**src/rtl/eth_frame_checker_sat_counter.sv**
```systemverilog
// Statistics counter that saturates at all-ones; synchronous clear has priority over increment.
module sat_counter #(
  parameter int WIDTH = 32
) (
  input  logic             clk,
  input  logic             rst_n,
  input  logic             clear_i,
  input  logic             inc_i,
  output logic [WIDTH-1:0] cnt_o
);

  logic [WIDTH-1:0] cnt_q, cnt_d;

  // Next count: clear, saturating increment or hold
  always_comb begin
    if (clear_i) begin
      cnt_d = '0;
    end else if (inc_i && (cnt_q != {WIDTH{1'b1}})) begin
      cnt_d = cnt_q + {{(WIDTH-1){1'b0}}, 1'b1};
    end else begin
      cnt_d = cnt_q;
    end
  end

  // Count register
  always_ff @(posedge clk or negedge rst_n) begin
    if (!rst_n) begin
      cnt_q <= '0;
    end else begin
      cnt_q <= cnt_d;
    end
  end

  assign cnt_o = cnt_q;

endmodule

```
**config.mk**
```make
export PLATFORM = sky130hd
export DESIGN_NAME = sat_counter
export DESIGN_NICKNAME = d
export VERILOG_FILES = /design/src/rtl/eth_frame_checker_sat_counter.sv
export SDC_FILE = /design/constraint.sdc
export NUM_CORES = 1
export LEC_CHECK = 0
export CAP_MARGIN = 20
export CORE_ASPECT_RATIO = 1.2
export CORE_MARGIN = 3
export CORE_UTILIZATION = 47
export CTS_CLUSTER_DIAMETER = 80
export DETAILED_ROUTE_END_ITERATION = 16
export PLACE_DENSITY = 0.74
export SYNTH_ARGS = -nofsm -noshare
export SYNTH_HDL_FRONTEND = slang
export SYNTH_SLANG_ARGS = --single-unit
```
**constraint.sdc**
```tcl
create_clock -name clk -period 2.6 [get_ports clk]
set_clock_uncertainty 0.1 [all_clocks]
set_input_delay 0.52 -clock clk [delete_from_list [all_inputs] [get_ports clk]]
set_output_delay 0.52 -clock clk [all_outputs]
set_load 0.02 [all_outputs]
```
==> results.sh <==
export IMPL_finalHoldViolCount=0
export IMPL_antenna_found_initial=0
export IMPL_ys_ff_latch=32
export IMPL_path_max_fanout=10
export IMPL_io_pins=36
export IMPL_cts_sinks=32
export IMPL_period_minus_slack_ps=2280
export IMPL_grt_pass1_wl_um=7470
export IMPL_fin_area_um2=2370
export IMPL_fin_tns_setup_ps=0
export IMPL_maxCapViolations=0
export IMPL_yosys_top_cells_count="dfrtp_1, nor2_1, nand3_1, a21oi_1, nand2_1"
export IMPL_routed_wl_um=4300
export IMPL_p_comb_share_pct=5.7
export IMPL_worstPathCellList="ha_1 -> nand4_1 -> nor4_2 -> buf_4 -> a31oi_4 -> and3_4 -> mux2_4"
export IMPL_hold_path_class="reg -> reg"
export IMPL_clockPowerShare_pct=41.7
export IMPL_critical_path_class="reg -> reg"
export IMPL_power_density_nw_per_um2=404
export IMPL_syn_nets=203
export IMPL_fill_cells=348
export IMPL_die_h_um=74.8
export IMPL_grt_pass1_vias=1619
export IMPL_post_cts_resized=0
export IMPL_clk_latency_ps=290
export IMPL_layout_nets=244
export IMPL_end_kind="flip-flop"
export IMPL_numCtsBuffers=5
export IMPL_die_x_um=63.3
export IMPL_rsz0062_at_grt="false"
export IMPL_clock_tree_root_cell="clkbuf_8"
export IMPL_p_leak_nw=0.946
export IMPL_start_kind="flip-flop"
export IMPL_synth_area_um2=1850
export IMPL_syn_inst=198
export IMPL_p_sw_mw=0.228
export IMPL_crit_arrival_ps=2350
export IMPL_path_buf_inv=1
export IMPL_gr_usage_all_layers_pct=19.9
export IMPL_synth_most_common_cell="dfrtp_1"
export IMPL_syn_to_final_growth_pct=28.1
export IMPL_synth_top_area_share_pct=43.2
export IMPL_cts_max_path_buffers=2
export IMPL_crit_required_ps=2670
export IMPL_cts_tree="yes"
export IMPL_drtPass1Iterations=4
export IMPL_drc_errors=0
export IMPL_clk_pin_slew_worst_paths_ps=70
export IMPL_antennaDiodeCount=0
export IMPL_worst_pin_slew_ps=731
export IMPL_synth_ff_type="dfrtp_1"
export IMPL_grt_max_degree=41
export IMPL_hold_buffers=0
export IMPL_gr_total_overflow=0
export IMPL_drive_gt1_share_pct=12.5
export IMPL_yosysTopAreaCell="dfrtp_1"
export IMPL_status="complete, no violations"
export IMPL_core_rowCount=24
export IMPL_hpwl_um=2980
export IMPL_largest_reg_flops=32
export IMPL_critPathSlowestCell="dfrtp_1"
export IMPL_synth_avg_cell_area_um2=9.37
export IMPL_ir_drop_mv=0.326
export IMPL_critPathTopFamily="simple AND/OR/NAND/NOR gates"
export IMPL_vias=1670
export IMPL_cpPeakStageDelay_ps=440
export IMPL_die_area_um2=4740
export IMPL_vias_per_cell=5.72
export IMPL_pwr_share_seq_pct=52.7
export IMPL_p_int_mw=0.732
export IMPL_drt_initial_drc_count=76
export IMPL_dpl_cell_area_um2=2280
export IMPL_h_tree_depth=2
export IMPL_seq_area_frac_synth_pct=43.2
export IMPL_antenna_left=0
export IMPL_yosys_warnings=0
export IMPL_synth_edff_count=0
export IMPL_core_um2=3720
export IMPL_setup_viol=0
export IMPL_synth_async_sr_flop_share_pct=100
export IMPL_timing_final_crit_share_pct=87.6
export IMPL_fmax_mhz=439
export IMPL_post_cts_buffers=0
export IMPL_start_util_pct=49.8
export IMPL_swShare_pct=23.7
export IMPL_place_congestion=0.801
export IMPL_yosys_top_cells_area="dfrtp_1, nor2_1, xnor2_1, nand3_1, mux2_2"
export IMPL_relSlewSlack_pct=50.9
export IMPL_slew_violations=0
export IMPL_port_buffers=35
export IMPL_ys_types=42
export IMPL_wl_per_cell_um=14.7
[per-layer routing]
| layer | up-vias | routed length, um | track usage [%] |
|---|---|---|---|
| li1 | 792 | - | - |
| met1 | 828 | 1940 | 26.2 |
| met2 | 45 | 2140 | 32.9 |
| met3 | 5 | 170 | 5.22 |
| met4 | 0 | 46 | 5.52 |
| met5 | - | 0 | 0 |
[layout make-up]
class / count / area (um^2) / area share, %
multi-input combinational: 152 / 995 / 41.9
sequential: 32 / 801 / 33.7
timing repair buffer: 41 / 395 / 16.6
clock buffer: 6 / 82.6 / 3.48
tap: 52 / 65.1 / 2.74
inverter: 7 / 26.3 / 1.11
clock inverter: 2 / 10.0 / 0.421
[stage by stage]
step	total power, mW	util, %	hold slack, ps	std cells	setup slack, ps
6_report	0.960	63.8	501	292	322
5_1_grt	1.00	63.8	524	292	129
4_1_cts	0.970	63.8	501	292	325
3_5_place_dp	0.571	61.3	492	284	82.1
3_3_place_gp	0.570	61.3	474	284	117
2_1_floorplan	0.540	-	124	198	425
[power groups by stage]
stage / Sequential (mW) / Combinational, mW / Clock (mW)
after floorplan: 0.518 / 0.0220 / 0
after CTS: 0.506 / 0.0559 / 0.409
after detailed placement: 0.515 / 0.0557 / 0
final: 0.506 / 0.0543 / 0.400
after global routing: 0.506 / 0.0612 / 0.437
after global placement: 0.515 / 0.0549 / 0
[layout by cell type, fill, tap and decap left out, types with 4 or more instances in the layout]
| cell | netlist | layout |
|---|---|---|
| a211oi_1 | 5 | 5 |
| a21oi_1 | 11 | 11 |
| and3_1 | 7 | 7 |
| buf_4 | 1 | 6 |
| clkbuf_8 | 0 | 6 |
| clkdlybuf4s50_1 | 0 | 35 |
| dfrtp_1 | 32 | 32 |
| inv_1 | 7 | 7 |
| mux2_2 | 5 | 5 |
| nand2_1 | 11 | 11 |
| nand3_1 | 12 | 12 |
| nand4_1 | 6 | 6 |
| nor2_1 | 26 | 26 |
| nor2b_1 | 6 | 6 |
| nor3_1 | 4 | 4 |
| nor4_1 | 4 | 4 |
| o21ai_0 | 4 | 4 |
| or3_1 | 5 | 5 |
| xnor2_1 | 10 | 10 |
[final timing paths]
| check | startpoint | end | slack [ps] | cells past startpoint |
|---|---|---|---|---|
| worst min register to register | cnt_o[17] | cnt_o[17] | 500 | 2 |
| min in group asynchronous | rst_n | cnt_o[8] | 540 | 2 |
| worst min-delay path | cnt_o[17] | cnt_o[17] | 500 | 2 |
| worst max register to register | cnt_o[0] | cnt_o[3] | 320 | 7 |
| max in group asynchronous | rst_n | cnt_o[16] | 1550 | 2 |
| worst max-delay path | cnt_o[0] | cnt_o[3] | 320 | 7 |
[cells by family (layout without fill, tap and decap cells)]
kind of cell	count (synthesis)	in the layout	synth area share [%]
compound gates	32	32	11.9
simple gates	99	99	30.5
buf+inv	14	56	3.17
xor+xnor	13	13	6.14
flops	32	32	43.2
mux	7	7	4.39
fa+ha+maj	1	1	0.675
[worst reg2reg max path, delay by kind of cell (launching register included)]
kind | cells | cell delay [ps]
AOI/OAI and AO/OA | 1 | 160
adders and majority gates | 1 | 250
buffers and inverters | 1 | 180
DFF | 1 | 440
muxes | 1 | 280
and+or+nand+nor | 3 | 750
Power figures use the tool's default switching activity.
==> edit 1: new RTL, config.mk and constraints unchanged <==
Change the parameter `WIDTH` from 32 to 48.
--- a/src/rtl/eth_frame_checker_sat_counter.sv
+++ b/src/rtl/eth_frame_checker_sat_counter.sv
@@ -1,5 +1,5 @@
 // Statistics counter that saturates at all-ones; synchronous clear has priority over increment.
 module sat_counter #(
-  parameter int WIDTH = 32
+  parameter int WIDTH = 48
 ) (
   input  logic             clk,
Interface: changed (resized cnt_o); port bits go from 36 to 52. No check against the original RTL was run, so the function may have changed too.
==> edit 1 against the unedited design <==
Routed wire length rose by 92%; global-route usage rose by 3.6 points; critical endpoint is now cnt_o[46]; power rose by 44%; critical path depth rose by 1; sequential cell count rose by 16; area after synthesis rose by 59%; final cell count rose by 70%; first-iteration DRC count rose to 2.6 times the old value; design area rose by 67%; core utilization rose by 1.7 points; die area rose by 54%; setup slack got worse by 220 ps.
==> edit 1: results (changes against the unedited design) <==
- Hold Path Class: in -> async
- Sequential share of the synthesized area: 40.63% (-2.6 points)
- Maximum number of pins on one net before global-route repair: 49 (+20%)
- Placed cells: 487 (+71%)
- Worst r2r dst: cnt_o[41]
- Total GRT Usage: 23.55% (+3.6 points)
- Fillers: 522 (+50%)
- R2R setup slack: 130 ps (-190 ps)
- Drt first pass iters: 5 (+1)
- Vias per std cell: 6.145 (+7.5%)
- Slowest CP cell: clkdlybuf4s50_1
- Wire per inst: 16.72 um (+14%)
- Wire length on met3: 485 um (+190%)
- Buffers on Ports: 51 (+46%)
- Maximum single-stage delay on the critical path: 510 ps (+70 ps)
- Worst-Margin Slew: 618.4 ps (-112.4 ps)
- Met3 Use GR: 3.891% (-1.3 points)
- Critical R2R Launch: cnt_o[33]
- Clock-pin slew on the worst setup and hold paths: 100 ps (+30 ps)
- Dpl hpwl: 5.760 mm (+93%)
- Cells taking the most area after synthesis: dfrtp_1, mux2_2, or4_1
- Power Clock: 0.552 mW (+38%)
- VDD IR-drop max: 0.2727 mV (-16%)
- Starting DRT DRC Count: 197 (+160%)
- Syn nets: 334 (+65%)
- Layout cells sized above 1: 20.58% (+8.1 points)
- Worst hold margin: 192.5 ps (-308.7 ps)
- WP data arrival: 2620 ps (+270 ps)
- Status: finished clean
- Global-route wire length before repair: 13.97 mm (+87%)
- Grt met2 use: 41.50% (+8.6 points)
- Vias in the first global route: 2956 (+83%)
- Max reg flops: 48 (+50%)
- Unique masters post-synth: 39 (-7.1%)
- Crit-path leading delay family: buffers and inverters
- Crit-path max FO: 22 (+12)
edit 1: cell count changes in the layout (fill, tap and decap cells not counted), moves of 8 or more:
| cell | unedited run | this run |
|---|---|---|
| dfrtp_1 | 32 | 48 |
| nand4_1 | 6 | 21 |
| mux2_2 | 5 | 18 |
| a21oi_1 | 11 | 27 |
| nor2b_1 | 6 | 18 |
| o31ai_1 | 3 | 16 |
| clkdlybuf4s50_1 | 35 | 49 |
| nor4_1 | 4 | 12 |
| or4_1 | 3 | 19 |
| buf_4 | 6 | 38 |
| nand2_1 | 11 | 26 |
| xnor2_1 | 10 | 0 |
edit 1: how the worst max path moves through the flow:
stage	slack, ps	startpoint	cells past startpoint	end
5_1_grt	3	inc_i	8	cnt_o[46]
2_1_floorplan	110	cnt_o[16]	5	cnt_o[36]
4_1_cts	60	cnt_o[4]	5	cnt_o[39]
6_report	110	inc_i	8	cnt_o[46]
3_3_place_gp	-180	inc_i	5	cnt_o[39]
3_5_place_dp	-190	inc_i	5	cnt_o[39]
edit 1: area by class of cell:
type                            count  area (um2)  area share (%)
Clock buffer                        5       68.82           1.737
Clock inverter                      3       42.54           1.074
Inverter                            3       11.26          0.2842
Multi-Input combinational cell    262        1699           42.88
Tap cell                           82       102.6           2.589
Sequential cell                    48        1201           30.31
Timing Repair Buffer               92       837.1           21.12
edit 1: metrics by stage:
step	cell area, um2	power (mW)
finish	3963	1.378
global route	3963	1.425
CTS	3936	1.388
detailed placement	3825	0.8417
global placement	3825	0.8400
floorplan	2957	0.7991
edit 1: cells by family (layout without fill, tap and decap cells):
family          count (synthesis)  count (layout)  share of synthesized area (%)
mux                            18              18                          6.856
simple gates                  183             183                          37.20
flops                          48              48                          40.63
buf+inv                        19             103                          2.666
fa+ha+maj                       1               1                         0.4231
xor+xnor                        3               3                         0.8889
compound gates                 57              57                          11.34
==> edit 2: new RTL, config.mk and constraints unchanged <==
Without the edit above. Put one more register stage on the output `cnt_o`. The value now appears one clock later.
--- a/src/rtl/eth_frame_checker_sat_counter.sv
+++ b/src/rtl/eth_frame_checker_sat_counter.sv
@@ -32,5 +32,7 @@
   end
 
-  assign cnt_o = cnt_q;
+  always_ff @(posedge clk) begin
+    cnt_o <= cnt_q;
+  end
 
 endmodule
Check against the original RTL: not equivalent (a bounded check fails within 4 cycles, from zero or initial values and one cycle with rst_n low).
==> edit 2 against the unedited design <==
Power increased by 86%; routed wire length increased by 8.5%; sequential share of layout area increased by 14 points; design area increased by 28%; setup slack got worse by 49 ps; sequential cell count increased by 32; area after synthesis increased by 31%.
==> edit 2: results (changes against the unedited design) <==
- Placer Congestion: 0.7612 (-5.0%)
- Clock-pin slew on the worst setup and hold paths: 60 ps
- Initial antenna violation count: 0 (unchanged)
- Clk buf depth: 2 (unchanged)
- Status: finished clean
- Total GRT Usage: 17.45% (-2.5 points)
- Most instantiated cells after synthesis: dfrtp_1, dfxtp_1, a21oi_1
- Placed cells: 321 (+13%)
- Crit-path leading delay family: simple AND/OR/NAND/NOR gates
- Routed via count: 1913 (+15%)
- Drt first pass iters: 4 (unchanged)
- Layout cells sized above 1: 13.36% (+0.86 points)
- Leak pwr: 1.158 nW (+22%)
- Nets: 277 (+14%)
- CP startpoint kind: flip-flop
- Unique masters post-synth: 38 (-9.5%)
- Post-DRT Antenna Nets: 0 (unchanged)
- Syn nets: 231 (+14%)
- Largest regs: cnt_o: 32 flops, cnt_q: 32 flops
- Syn_area_per_cell: 10.74 um2 (+15%)
- Dpl hpwl: 3.255 mm (+9.3%)
- Starting DRT DRC Count: 107 (+41%)
- Hold_sp: cnt_q[28]
- Yosys warnings: 0 (unchanged)
- Cells taking the most area after synthesis: dfrtp_1, dfxtp_1, a21oi_1
- Vias per std cell: 5.677 (-0.75%)
- Final WL: 4.663 mm (+8.5%)
- Slowest CP cell: or4_1
- VDD IR-drop max: 0.4184 mV (+28%)
- Maximum number of pins on one net before global-route repair: 33 (-20%)
- Sequential share of the synthesized area: 59.38% (+16 points)
- Post-CTS resize count: 0 (unchanged)
- Maximum single-stage delay on the critical path: 540 ps (+100 ps)
- Place WS: 141.5 ps (+59.43 ps)
- Global-route wire length before repair: 8.183 mm (+9.5%)
- Crit-path max FO: 12 (+2)
- Asr flop ratio synth: 50.00% (-50 points)
- WP data arrival: 2480 ps (+130 ps)
- Total CTS buffers: 9 (+4)
- Clock latency on the worst-skew pair: 340 ps (+50 ps)
- Vias in the first global route: 1827 (+13%)
- Clock tree root buffer cell: clkbuf_8
- Htree depth: 3 (+1)
- Critical R2R Launch: cnt_q[2]
- Rel. slew slack: 62.95% (+12 points)
- Buffers on Ports: 35 (unchanged)
- Ys flop type: dfxtp_1
- Area of placed instances: 0.002878 mm2 (+26%)
[edit 2: changes by cell type in the layout (fill, tap and decap cells not counted), sizes merged, moves of 10 or more]
cell,change
xnor2,-10
nor2,-16
or3,+10
dfxtp,+32
o21ai,+11
a21oi,+14
[edit 2: path summary, 6_finish.rpt]
kind	slack [ps]	to	cells past startpoint
hold reg to reg	310	cnt_o[28]	0
hold / removal	310	cnt_o[28]	0
max in group asynchronous	1610	cnt_q[8]	2
setup reg to reg	270	cnt_q[29]	5
min in group asynchronous	490	cnt_q[20]	2
setup / recovery	270	cnt_q[29]	5
[edit 2: where the power goes]
group | internal [mW] | switching, mW
sequential | 0.995 | 0.00280
clock | 0.365 | 0.348
combinational | 0.0276 | 0.0454
[edit 2: cell type report]
type,count,area [um2]
timing repair buffer,46,445.4
clock buffer,12,145.1
multi-input combinational,148,904.6
tap,60,75.07
sequential,64,1441
inverter,3,11.26
fill,424,1932
clock inverter,4,20.02
[edit 2: worst register-to-register path: stages, from the launching register on]
cell	delay (ps)
dfrtp_1	430
nand3_2	250
nor4_4	450
nand4_2	310
or4_1	540
a21oi_1	160
[edit 2: logic make-up after synthesis]
logic type               after synthesis  synth area share [%]
AND/OR/NAND/NOR                       88                 21.70
flip-flops                            64                 59.38
AO/OA/AOI/OAI                         53                 12.53
buffers and inverters                 14                 3.351
multiplexers                           4                 1.804
XOR/XNOR                               2                0.7218
adder cells (fa/ha/maj)                1                0.5154
[edit 2: routing by layer]
| metal | GRT usage, % | wire (um) |
|---|---|---|
| met5 | 0 | 0 |
| met4 | 9.231 | 111 |
| met3 | 5.629 | 203 |
| met2 | 26.51 | 2262 |
| met1 | 22.00 | 2086 |
